--- src/rtl/player_input.sv ---
// Tug-of-war key conditioner: two active-low keys in, one-cycle
// L / R / tie move pulses out, gated by the game-active enable.
module player_input_chan #(
  parameter int DEBOUNCE_CYCLES = 4
) (
  input  logic clk,
  input  logic reset,
  input  logic key_n,
  output logic acc
);
  localparam int CW = $clog2(DEBOUNCE_CYCLES + 1);
  localparam logic [CW-1:0] ONE  = CW'(1);
  localparam logic [CW-1:0] LAST = CW'(DEBOUNCE_CYCLES);
  localparam bit ONE_SHOT = (DEBOUNCE_CYCLES == 1);

  typedef enum logic [1:0] {
    IDLE,
    ARMING,
    HELD,
    RELEASING
  } state_t;

  state_t state, state_n;
  logic [CW-1:0] cnt, cnt_n, cnt_inc;
  logic sync1, s2;

  always_ff @(posedge clk) begin
    if (reset) begin
      sync1 <= 1'b0;
      s2    <= 1'b0;
    end else begin
      sync1 <= ~key_n;
      s2    <= sync1;
    end
  end

  always_ff @(posedge clk) begin
    if (reset) begin
      state <= IDLE;
      cnt   <= '0;
    end else begin
      state <= state_n;
      cnt   <= cnt_n;
    end
  end

  assign cnt_inc = cnt + ONE;

  always_comb begin
    state_n = state;
    cnt_n   = cnt;
    acc     = 1'b0;
    unique case (state)
      IDLE: begin
        if (s2) begin
          if (ONE_SHOT) begin
            state_n = HELD;
            cnt_n   = '0;
            acc     = 1'b1;
          end else begin
            state_n = ARMING;
            cnt_n   = ONE;
          end
        end else begin
          cnt_n = '0;
        end
      end
      ARMING: begin
        if (!s2) begin
          state_n = IDLE;
          cnt_n   = '0;
        end else if (cnt_inc == LAST) begin
          state_n = HELD;
          cnt_n   = '0;
          acc     = 1'b1;
        end else begin
          cnt_n = cnt_inc;
        end
      end
      HELD: begin
        if (!s2) begin
          if (ONE_SHOT) begin
            state_n = IDLE;
            cnt_n   = '0;
          end else begin
            state_n = RELEASING;
            cnt_n   = ONE;
          end
        end
      end
      RELEASING: begin
        // a pressed sample during release is bounce, not a new press
        if (s2) begin
          state_n = HELD;
          cnt_n   = '0;
        end else if (cnt_inc == LAST) begin
          state_n = IDLE;
          cnt_n   = '0;
        end else begin
          cnt_n = cnt_inc;
        end
      end
    endcase
  end
endmodule

module player_input #(
  parameter int DEBOUNCE_CYCLES = 4
) (
  input  logic clk,
  input  logic reset,
  input  logic key_l_n,
  input  logic key_r_n,
  input  logic enable,
  output logic L,
  output logic R,
  output logic tie
);
  logic acc_l, acc_r;

  player_input_chan #(
    .DEBOUNCE_CYCLES(DEBOUNCE_CYCLES)
  ) u_chan_l (
    .clk  (clk),
    .reset(reset),
    .key_n(key_l_n),
    .acc  (acc_l)
  );

  player_input_chan #(
    .DEBOUNCE_CYCLES(DEBOUNCE_CYCLES)
  ) u_chan_r (
    .clk  (clk),
    .reset(reset),
    .key_n(key_r_n),
    .acc  (acc_r)
  );

  always_ff @(posedge clk) begin
    if (reset) begin
      L   <= 1'b0;
      R   <= 1'b0;
      tie <= 1'b0;
    end else begin
      L   <= enable & acc_l & ~acc_r;
      R   <= enable & acc_r & ~acc_l;
      tie <= enable & acc_l & acc_r;
    end
  end
endmodule

--- config.mk ---
export PLATFORM = sky130hd
export DESIGN_NAME = player_input
export DESIGN_NICKNAME = d
export VERILOG_FILES = /design/src/rtl/player_input.sv
export SDC_FILE = /design/constraint.sdc
export NUM_CORES = 1
export LEC_CHECK = 0
export CAP_MARGIN = 20
export CORE_MARGIN = 3
export CORE_UTILIZATION = 43
export DETAILED_ROUTE_END_ITERATION = 7
export PLACE_DENSITY = 0.64
export SLEW_MARGIN = 20
export SYNTH_ARGS = -nofsm -noshare
export SYNTH_HDL_FRONTEND = slang
export SYNTH_SLANG_ARGS = --single-unit
--- constraint.sdc ---
create_clock -name clk -period 1.3 [get_ports clk]
set_input_delay 0.195 -clock clk [delete_from_list [all_inputs] [get_ports clk]]
set_output_delay 0.195 -clock clk [all_outputs]
set_load 0.05 [all_outputs]
## Word level (Yosys, flattened, before mapping)

Index checks and enable logic that the tools add are counted.

| word-level totals | value |
|---|---|
| register bits after elaboration | 17 |
| logic and storage cells | 74 |
| bits of input ports | 5 |
| output and inout bits | 3 |

| operators by class | value |
|---|---|
| reduce and logical (&&, ||, !) cells | 4 |
| equality and inequality tests | 16 |
| bitwise logic cells | 9 |
| add/subtract/negate cells | 2 |
| muxes and demuxes | 32 |

Operator list:

| kind | number |
|---|---|
| $mux W2 | 12 |
| $mux W3 | 8 |
| $pmux W3 S4 | 2 |
| $pmux W2 S4 | 2 |
| $eq A2 B2 Y1 const B | 4 |
| $mux W1 | 8 |
| $reduce_and A4 Y1 | 2 |
| $add A3 B1 Y3 const B | 2 |
| $eq A3 B3 Y1 const B | 2 |
| $ne A3 B1 Y1 const B | 2 |
| $ne A3 B3 Y1 const B | 2 |
| $and A1 B1 Y1 | 5 |
| $eq A2 B1 Y1 const B | 2 |
| $logic_not A2 Y1 | 2 |
| $ne A2 B1 Y1 const B | 2 |
| $ne A2 B2 Y1 const B | 2 |
| $not A1 Y1 | 4 |

## Logic depth before layout (Yosys ltp)

Gate-level depths: netlist (run 1).

| logic depth | value |
|---|---|
| depth in word-level cells | 7 |
| depth in mapped cells | 5 |
| mapped depth without buffers | 5 |

## Hierarchy

From an unflattened synthesis (run 1), not the netlist that was laid out.

| unflattened totals | value |
|---|---|
| cells, all modules | 66 |
| area, all modules | 701.9 um^2 |

Modules (own cells, without submodules):

| module | cells an instance | instances | area an instance (um^2) | sequential area each (um^2) |
|---|---|---|---|---|
| player_input_chan | 30 | 2 | 302.8 | 140.1 |
| player_input | 6 | 1 | 96.3 | 60.1 |

## Least setup slack after synthesis (run 1)

No wires, ideal clock.

| timing | value |
|---|---|
| path kind | flip-flop to flip-flop |
| start point | register u_chan_l.cnt[0] |
| end point | register (tool-made name) |
| setup time | 0.070 ns |
| clock period less this slack | 1.113 ns |
| stages on the path, launching flop included | 5 |
| buffers on the path | 0 |
| data required time | 1.230 ns |
| path slack | 0.187 ns |
| data arrival time | 1.043 ns |
| cell sequence | dfxtp_1 ha_1 ha_1 a21bo_2 a21oi_1 |

RTL lines:

| element | RTL line | RTL |
|---|---|---|
| from (decl) | 24 | `logic [CW-1:0] cnt, cnt_n, cnt_inc;` |
| from (signal assigned) | 43 | `cnt <= cnt_n;` |

## Final worst setup path (run 1)

| timing | value |
|---|---|
| start point | register u_chan_r.cnt[0] |
| end point | register L |

| between the ends | value |
|---|---|
| word-level cells in the longest chain between the ends | 7 |

RTL lines:

| element | RTL line | RTL |
|---|---|---|
| from (decl) | 24 |  |
| from (signal assigned) | 43 |  |
| $add A3 B1 Y3 | 47 | `assign cnt_inc = cnt + ONE;` |
| $eq A3 B3 Y1 | 72 | `end else if (cnt_inc == LAST) begin` |
| $mux W1 | 72 |  |
| $mux W1 | 69 | `if (!s2) begin` |
| $mux W1 | 53 | `unique case (state)` |
| $not A1 Y1 | 145 | `L <= enable & acc_l & ~acc_r;` |
| $and A1 B1 Y1 | 145 |  |
| to (signal assigned) | 145 |  |
| to (decl) | 115 | `output logic L,` |

Every way passes these cells.
A chain may end at the register's enable or synchronous reset.

==> results by group, run 1 <==
Worst setup path
  – Largest stage delay, worst path: 0.37 ns
  – RR Endpoint: L
  – CP Cell Sequence: ha_1 -> ha_1 -> nand4b_1 -> nor3b_1
  – CP max-delay cell: dfxtp_1
  – Flop2flop setup slack: between 0.1 and 0.15 ns
  – Critical path endpoint category: flop
  – Reg2Reg Depth: 4
  – Critical-path maximum fanout: 4
  – Worst path bufs/invs: 0
  – CP most frequent cell: ha_1
  – Crit path kind: flop to flop
  – RR Startpoint: u_chan_r.cnt[0]
  – Startpoint Class: flop
  – CP Data Required Time: roughly 1.5 ns
  – Arrival @ worst endpoint: 1.39 ns
  – CP top delay family: adder cells

Synthesis
  – Cell count after synthesis: 68
  – Synth Net Count: 79
  – Post-synth cell types: 24
  – Post-synthesis register bit count: 17
  – Post-synth top area share: 0.461
  – Seq/Total Area, Yosys: 0.461
  – Commonest cells post-synth: dfxtp_1 (17), ha_1 (6), inv_1 (4), nand3b_1 (4)
  – Syn Std Cell Area: 738 um^2
  – Ys async rst share: 0
  – Syn. warnings: 0
  – Main synth FF type: dfxtp_1
  – Syn Area/Cell: 10.9 um^2
  – Area leader, netlist: dfxtp_1
  – Synth area leaders: dfxtp_1 (46%), ha_1 (10%), o32ai_2 (4.4%)
  – Cell with the most instances after synthesis: dfxtp_1
  – Post-synth EDFFs: 0

Die
  – Die ar.: approximately 2300 um^2
  – CORE AREA: roughly 1600 um^2
  – Initial core utilization: 0.474
  – Ports: 8
  – Row cnt: 14
  – Die H: 47.4 um
  – Die W: 47.4 um

Timing
  – PnR worst setup slack: 0.101 ns
  – Pins over their slew limit: 0
  – Worst slew margin: 0.757
  – Worst-Margin Slew: 0.362 ns
  – Fmax: 834 MHz
  – Crit path time final: 1.20 ns
  – Worst Clk Skew: 0.00938 ns
  – Hold Vio Cnt, Final: 0
  – Fin crit share: 0.923
  – Final setup TNS: 0 ns
  – Number of setup violations in the final report: 0
  – RSZ-0062 raised after global routing: false

Layout
  – Layout cells sized above 1: 0.205
  – Fill cell count: 133
  – Register Area: roughly 340 um^2
  – # diodes: 0
  – Nets@finish: 90
  – Area of the multi-input gates: 364 um^2
  – Area delta synth->final: 19.7%

Clock network
  – Clk slew on worst S/H paths: 0.11 ns
  – Clk Latency, worst-skew pair: 0.30 ns
  – CTS tree: yes
  – Number of clock sinks: 17
  – CTS Hold Buffers Added: 0
  – Htree depth: 1
  – Root Driver: clkbuf_4
  – Post-CTS setup buffer count: 0
  – CTS resizes: 0
  – Max Buffers Root-to-Sink: 2
  – Total CTS buffers: 3

Global route
  – GRT Total Usage: 0.118
  – Congestion Overflow GR: 0
  – First-pass GRT wire length: 1760 um
  – Largest net degree at the start of global routing: 11
  – Vias in the first global route: slightly above 400
  – Initial antenna violation count: 0

Worst hold path
  – Hold Path Class: input pin to flop
  – Cell depth of the worst min-delay path: 2
  – Worst hold start: key_r_n
  – Hold EP: u_chan_r.sync1

Detailed routing
  – ANT nets after route: 0
  – TritonRoute pass-1 iters: 4
  – Routed wire per std cell: ~12 um
  – Routed wire length: between 1000 and 1500 um
  – Vias: 511
  – DRT iter0 DRCs: 9
  – Drt drc: 0
  – Vias per cell: between 5 and 6

Placed design
  – Placer Congestion: 0.654
  – Port Buffers: 7
  – Setup WS pre-CTS: 0.0616 ns
  – Post-detail-place hpwl: between 700 and 800 um

Power and ir drop
  – Peak VDD IR: 0.488 mV
  – LEAKAGE: a little over 0.3 nW
  – PD cells: around 990 nW/um^2

Flow run
  – MaxCap Viol Count: 0

Run status
  – Outcome: finished, final reports clean
==> cells by family (layout without fill, tap and decap cells) <==
logic type	count (synthesis)	in the layout	share of synthesized area
fa+ha+maj	6	6	0.102
compound gates	12	12	0.161
buf+inv	7	17	0.0491
simple gates	24	24	0.203
flops	17	17	0.461
xor+xnor	2	2	0.0237
==> where the power goes <==
group | leakage, nW | total, mW | switching, mW | internal [mW]
clock network | 0.0177 | 0.290 | 0.175 | 0.115
logic | 0.151 | 0.0411 | 0.0170 | 0.0241
registers | 0.139 | 0.539 | 0.00948 | 0.530
==> layout make-up <==
| cell class | instances | share of cell area |
|---|---|---|
| Sequential cell | 17 | 0.387 |
| Multi-Input combinational cell | 44 | 0.412 |
| Tap cell | 16 | 0.0227 |
| Clock inverter | 1 | 0.00567 |
| Inverter | 4 | 0.0170 |
| Timing Repair Buffer | 9 | 0.130 |
| Clock buffer | 3 | 0.0255 |
==> stage by stage <==
step	cell area [um^2]	instances	hold WS [ns]	power [mW]	utilization
2_1_floorplan	738	68	0.267	0.575	-
3_3_place_gp	852	90	0.420	0.592	0.547
6_report	883	94	0.409	0.870	0.567
5_1_grt	883	94	0.415	0.913	0.567
3_5_place_dp	852	90	0.423	0.592	0.547
4_1_cts	880	94	0.405	0.878	0.564
==> metal layers <==
layer  track usage  part of all wire  vias up
met5             0                 0        -
met4         0.116             0.027        0
met3        0.0338             0.047        4
met2         0.150              0.39       14
met1         0.154              0.54      229
li1              -                 -      264
==> worst max path at each step <==
stage | startpoint | end | cells after the start
after global placement | reset | L | 4
final | u_chan_r.cnt[0] | L | 4
after CTS | u_chan_l.cnt[0] | L | 4
after floorplan | u_chan_l.cnt[0] | flop | 4
after detailed placement | reset | R | 4
after global routing | u_chan_r.cnt[0] | L | 4
==> placed cells by master (no fill, tap or decap) <==
cell type,synthesis,final
nor3_1,2,2
nor2b_1,2,2
a2111oi_2,1,1
o32ai_1,2,2
nor3b_1,2,2
buf_12,0,3
clkinv_2,0,1
nand3b_1,4,4
nor2_1,3,3
nand2b_1,3,3
o2bb2ai_1,1,1
a21oi_1,2,2
a21bo_2,2,2
o32ai_2,2,2
clkdlybuf4s50_1,0,4
dfxtp_2,0,1
clkbuf_4,0,3
and3b_1,2,2
ha_2,0,1
a211oi_1,2,2
nand3_1,2,2
nand2_1,2,2
inv_1,4,4
ha_1,6,5
nand4b_1,2,2
dfxtp_1,17,16
buf_4,0,2
xnor2_1,2,2
Power figures use the tool's default switching activity.
==> inputs of run 2 (changes only) <==
--- a/config.mk
+++ b/config.mk
@@ -6,10 +6,14 @@
 export NUM_CORES = 1
 export LEC_CHECK = 0
 export CAP_MARGIN = 20
+export CELL_PAD_IN_SITES_DETAIL_PLACEMENT = 0
+export CELL_PAD_IN_SITES_GLOBAL_PLACEMENT = 1
+export CORE_ASPECT_RATIO = 0.8
 export CORE_MARGIN = 3
-export CORE_UTILIZATION = 43
+export CORE_UTILIZATION = 41
+export CTS_CLUSTER_DIAMETER = 100
 export DETAILED_ROUTE_END_ITERATION = 7
-export PLACE_DENSITY = 0.64
+export PLACE_DENSITY = 0.75
 export SLEW_MARGIN = 20
 export SYNTH_ARGS = -nofsm -noshare
 export SYNTH_HDL_FRONTEND = slang
==> results by group, run 2 (synthesis results as in run 1) <==
Run status
  – Outcome: finished, final reports clean

Worst setup path
  – Worst path bufs/invs: 0
  – Reg2Reg Depth: 4
  – CP top delay family: adder cells
  – Flop2flop setup slack: 0.11 ns
  – WP depth: 4
  – Crit path kind: flop to flop
  – CP Cell Sequence: ha_1 -> ha_2 -> nand4b_1 -> nor3b_2
  – Critical-path maximum fanout: 4
  – Largest stage delay, worst path: 0.37 ns
  – CP max-delay cell: dfxtp_2
  – RR Startpoint: u_chan_l.cnt[0]
  – Critical path endpoint category: flop
  – Arrival @ worst endpoint: 1.38 ns
  – CP Data Required Time: 1.48 ns
  – CP endpoint: R
  – Startpoint Class: flop
  – Crit. Startpoint: u_chan_l.cnt[0]
  – RR Endpoint: R

Die
  – CORE AREA: 1660 um^2
  – Initial core utilization: 0.445
  – Die ar.: approximately 2300 um^2
  – Die W: about 53 um
  – Row cnt: 13
  – Die H: 44.0 um
  – Ports: 8

Detailed routing
  – Vias: between 500 and 600
  – ANT nets after route: 0
  – Routed wire per std cell: 11.1 um
  – Drt drc: 0
  – TritonRoute pass-1 iters: 3
  – DRT iter0 DRCs: 4
  – Routed wire length: 1100 um
  – Vias per cell: 5.10

Power and ir drop
  – Clk network pwr share: 0.316
  – Switching share of power: 0.208
  – PD cells: 944 nW/um^2
  – Peak VDD IR: 0.699 mV
  – Internal: 675 uW
  – Logic pwr share: 0.052
  – NetSw: 178 uW
  – Reg power frac: 0.633
  – LEAKAGE: 0.305 nW

Timing
  – Worst-Margin Slew: 0.330 ns
  – Worst slew margin: 0.779
  – Final setup TNS: 0 ns
  – Pins over their slew limit: 0
  – RSZ-0062 raised after global routing: false
  – Hold Vio Cnt, Final: 0
  – Worst Clk Skew: 0.00622 ns
  – Hold Slack: 0.432 ns
  – Fmax: 837 MHz
  – Number of setup violations in the final report: 0
  – Crit path time final: 1.19 ns
  – Fin crit share: 0.919

Layout
  – Nets@finish: a little under 90
  – Commonest non-fill, non-tap cell in the layout: dfxtp_1
  – # diodes: 0
  – Layout cells sized above 1: 0.221
  – Finished Layout Cells: 99
  – Area delta synth->final: 22.4%

Clock network
  – Htree depth: 1
  – CTS tree: yes
  – Clk slew on worst S/H paths: 0.09 ns
  – Total CTS buffers: 3
  – CTS Hold Buffers Added: 0
  – Clk Latency, worst-skew pair: 0.28 ns
  – Post-CTS setup buffer count: 0
  – Number of clock sinks: 17
  – Max Buffers Root-to-Sink: 2
  – Root Driver: clkbuf_4

Placed design
  – Port Buffers: 7
  – Placer Congestion: between 0.7 and 0.8
  – Post-detail-place hpwl: 812 um
  – Placed cell count: between 90 and 100

Global route
  – Largest net degree at the start of global routing: 20
  – Vias in the first global route: 435
  – First-pass GRT wire length: 2040 um
  – GRT Total Usage: 0.123
  – Congestion Overflow GR: 0
  – Initial antenna violation count: 0

Flow run
  – MaxCap Viol Count: 0

Worst hold path
  – Hold Path Class: input pin to flop
==> run 2: power by group through the flow <==
stage	Combinational (mW)	Sequential [mW]	Clock (mW)
CTS	0.0442	0.539	0.287
floorplan	0.0272	0.548	0
global placement	0.0433	0.551	0
global route	0.0478	0.542	0.323
detailed placement	0.0439	0.551	0
finish	0.0440	0.539	0.269
==> run 2: cell type report <==
cell class | instances | area (um^2)
tap | 22 | 27.5
inverter | 4 | 15.0
clock buffer | 4 | 26.3
sequential | 17 | 343
timing repair buffer | 8 | 120
multi-input combinational | 44 | 372
fill | 160 | 756
==> run 2: worst min path at each step <==
stage                         from             end  slack (ns)  depth (start not counted)
floorplan                  key_l_n  u_chan_l.sync1        0.27                          1
global placement    u_chan_r.sync1     u_chan_r.s2        0.42                          1
detailed placement  u_chan_l.sync1     u_chan_l.s2        0.42                          1
CTS                        key_l_n  u_chan_l.sync1        0.42                          2
global route               key_l_n  u_chan_l.sync1        0.43                          2
finish                     key_l_n  u_chan_l.sync1        0.43                          2
==> run 2: routing by layer <==
metal | wire (um) | part of all wire | vias to the layer above | global-route usage
li1 | - | - | 261 | -
met1 | 591 | 0.54 | 232 | 0.169
met2 | 445 | 0.40 | 10 | 0.156
met3 | 52 | 0.047 | 2 | 0.0619
met4 | 12 | 0.011 | 0 | 0.0612
met5 | 0 | 0 | - | 0
==> run 2: worst register-to-register path: stages (launching register included) <==
cell and delay [ns]:
dfxtp_2 0.37, ha_1 0.18, ha_2 0.21, nand4b_1 0.14, nor3b_2 0.19
==> run 2: per-stage QoR <==
step | total power [mW] | utilization | cell area (um^2) | setup slack, ns
6_report | 0.853 | 0.544 | 903 | 0.105
5_1_grt | 0.912 | 0.544 | 903 | 0.00856
4_1_cts | 0.870 | 0.537 | 891 | 0.0425
3_5_place_dp | 0.595 | 0.521 | 865 | 0.0177
3_3_place_gp | 0.595 | 0.521 | 865 | 0.0689
2_1_floorplan | 0.575 | - | 738 | 0.187
==> run 2: what timing repair did <==
action,CTS,global route
setup endpoints to repair,0,3
resized for setup,0,5
hold endpoints to repair,0,0
==> edit, RTL diff (flow settings as in run 1) <==
Encoding of `state_t`: now Gray code (2 bits for 4 states).
--- a/src/rtl/player_input.sv
+++ b/src/rtl/player_input.sv
@@ -14,10 +14,10 @@
   localparam bit ONE_SHOT = (DEBOUNCE_CYCLES == 1);
 
   typedef enum logic [1:0] {
-    IDLE,
-    ARMING,
-    HELD,
-    RELEASING
+    IDLE      = 2'b00,
+    ARMING    = 2'b01,
+    HELD      = 2'b11,
+    RELEASING = 2'b10
   } state_t;
 
   state_t state, state_n;
Behaviour: no difference found for any inputs over 10 cycles, from zero or initial values and one cycle with reset high; not proved beyond that.
==> edit against run 1 <==
The run now ends with DRC, setup timing left; worst setup slack worse by 0.32 ns; die area up 30%; final cell count up 86%; power up 50%; worst hold slack better by 0.0057 ns; fmax down 21%; sequential power up 8.5%; routed wire length up 140%; sequential cell count unchanged; synthesized area up 35%; design area up 79%; critical endpoint is now u_chan_r.state[1]; largest power group unchanged; highest routed layer unchanged.
==> edit: results (changes against run 1) <==
status=complete, but fails checks (was complete, no violations); failing checks=DRC, setup timing; Setup TNS Final=-0.349 ns (was 0 ns); most area-consuming cells after synthesis=dfxtp_1, ha_1, nand3_1 (was dfxtp_1, ha_1, o32ai_2); I/O Buffers=7 (unchanged); CP arrival=1.75 ns (was 1.39 ns); all-layer global routing usage=17.4% (was 11.8%); Synth Area in Compound Gates=15.6% (was 16.1%); Area after DPL=0.00127 sq mm (was 852 sq um); placed instance count=163 (was 90); largest net degree at the start of global routing=11 (unchanged); Tightest Pin Transition=0.330 ns (was 0.362 ns); static leakage=0.000593 uW (was 0.000307 uW); DR DRC count=1 (was 0); Seq/Total Area, Yosys=34.2% (was 46.1%); clock root buffer=clkbuf_4 (unchanged); Layout Cells excl Fill=175 (was 94); Max Clock Skew=0.00621 ns (was 0.00938 ns); H-tree depth=1 (unchanged); Synth top cells by count=dfxtp_1, ha_1, inv_1 (was dfxtp_1, ha_1, inv_1, nand3b_1); antenna violations before repair=0 (unchanged); CP Max Fanout=3 (was 4); DPL Wire Length=1580 microns (was 784 microns); share of layout cells above drive strength 1=50.7% (was 20.5%); Synth cell types=31 (was 24); Layout Nets=169 (was 90); Antenna diodes=0 (unchanged); number of global-route vias before repair=903 (was 413); Setup WS pre-CTS=-0.121 ns (was 0.0616 ns); most used flip-flop cell after synthesis=dfxtp_1 (unchanged); post-synthesis xor/xnor area fraction=0.879% (was 2.37%); largest registers=u_chan_l.cnt: 3 flops, u_chan_r.cnt: 3 flops; ys async rst share=0% (unchanged); Hold Crit Class=input port to flip-flop (unchanged); Filler Cells Inserted=137 (was 133); DR vias=953 (was 511); drt initial violations=27 (was 9); Final Setup Violations=4 (was 0); worst-skew pair later-pin latency=0.30 ns (about the same); post-synthesis mux area share=1.01% (was 0%); DR pass1 iterations=6 (was 4); first-pass GRT wire length=3710 microns (was 1760 microns); Avg WL per Cell=14.8 microns (was 11.6 microns); syn_nets=134 (was 79); count of max-cap constraint violations=0 (unchanged); Ys Warns=0 (unchanged); largest family of logic cells by synthesized area=simple AND/OR/NAND/NOR gates (unchanged); clock buffer depth=2 (unchanged); setup ws final=-0.215 ns (was 0.101 ns); Cells after Synth=114 (was 68); adder-cell share of the synthesized area=18.8% (was 10.2%); Num CTS Buffers=3 (unchanged); GP Congestion=0.729 (was 0.654); Clock transition at path regs=0.10 ns; Worst IR Drop VDD=0.947 mV (was 0.488 mV)
[edit: per-stage QoR]
stage	total power [uW]	utilization, %
2_1_floorplan	724	-
3_3_place_gp	827	61.0
3_5_place_dp	837	61.0
4_1_cts	1180	68.0
5_1_grt	1380	76.0
6_report	1310	76.0
[edit: cells by family after synthesis]
kind of cell | Yosys count
AO/OA/AOI/OAI | 23
XOR/XNOR | 1
adder cells (fa/ha/maj) | 15
buffers and inverters | 17
flip-flops | 17
multiplexers | 1
AND/OR/NAND/NOR | 40
[edit: worst paths after layout]
path / startpoint / endpoint / slack, ns / cells after the start
worst max-delay path: u_chan_r.cnt[1] / u_chan_r.state[1] / -0.22 / 6
worst min-delay path: key_r_n / u_chan_r.sync1 / 0.42 / 2
worst min register to register: u_chan_l.sync1 / u_chan_l.s2 / 0.44 / 1
worst max register to register: u_chan_r.cnt[1] / u_chan_r.state[1] / -0.22 / 6
[edit: power breakdown]
group | leakage (uW) | switching, uW | internal [uW] | total (uW)
clock | 0.0000177 | 168 | 115 | 283
sequential | 0.000144 | 37.2 | 547 | 585
combinational | 0.000431 | 195 | 242 | 438
[edit: cell type report]
type	count	area, sq um	share of cell area, %
sequential	17	362	22.9
multi-input combinational	80	779	49.3
timing repair buffer	35	322	20.3
tap	27	33.8	2.14
clock buffer	3	22.5	1.42
clock inverter	1	5.00	0.316
inverter	12	57.6	3.64
[edit: critical path: stages (launching register included)]
cell	delay, ns
dfxtp_2	0.35
ha_4	0.17
ha_4	0.16
buf_6	0.12
o211ai_1	0.29
nand3_1	0.20
a21oi_2	0.16
[edit: routing by layer]
metal / vias to the layer above / share of wire (%) / GRT usage, %
met4: 0 / 1.4 / 4.56
met1: 458 / 44 / 19.4
li1: 463 / - / -
met2: 26 / 50 / 30.9
met5: - / 0 / 0
met3: 6 / 5.3 / 6.09
[edit: what timing repair did]
action / in CTS / in global routing
buffers inserted: 2 / 6
resized for setup: 33 / 27
endpoints found under the setup margin: 11 / 9
endpoints found under the hold margin: 0 / 0
hold buffers: 0 / 0
pin swaps: 10 / 15
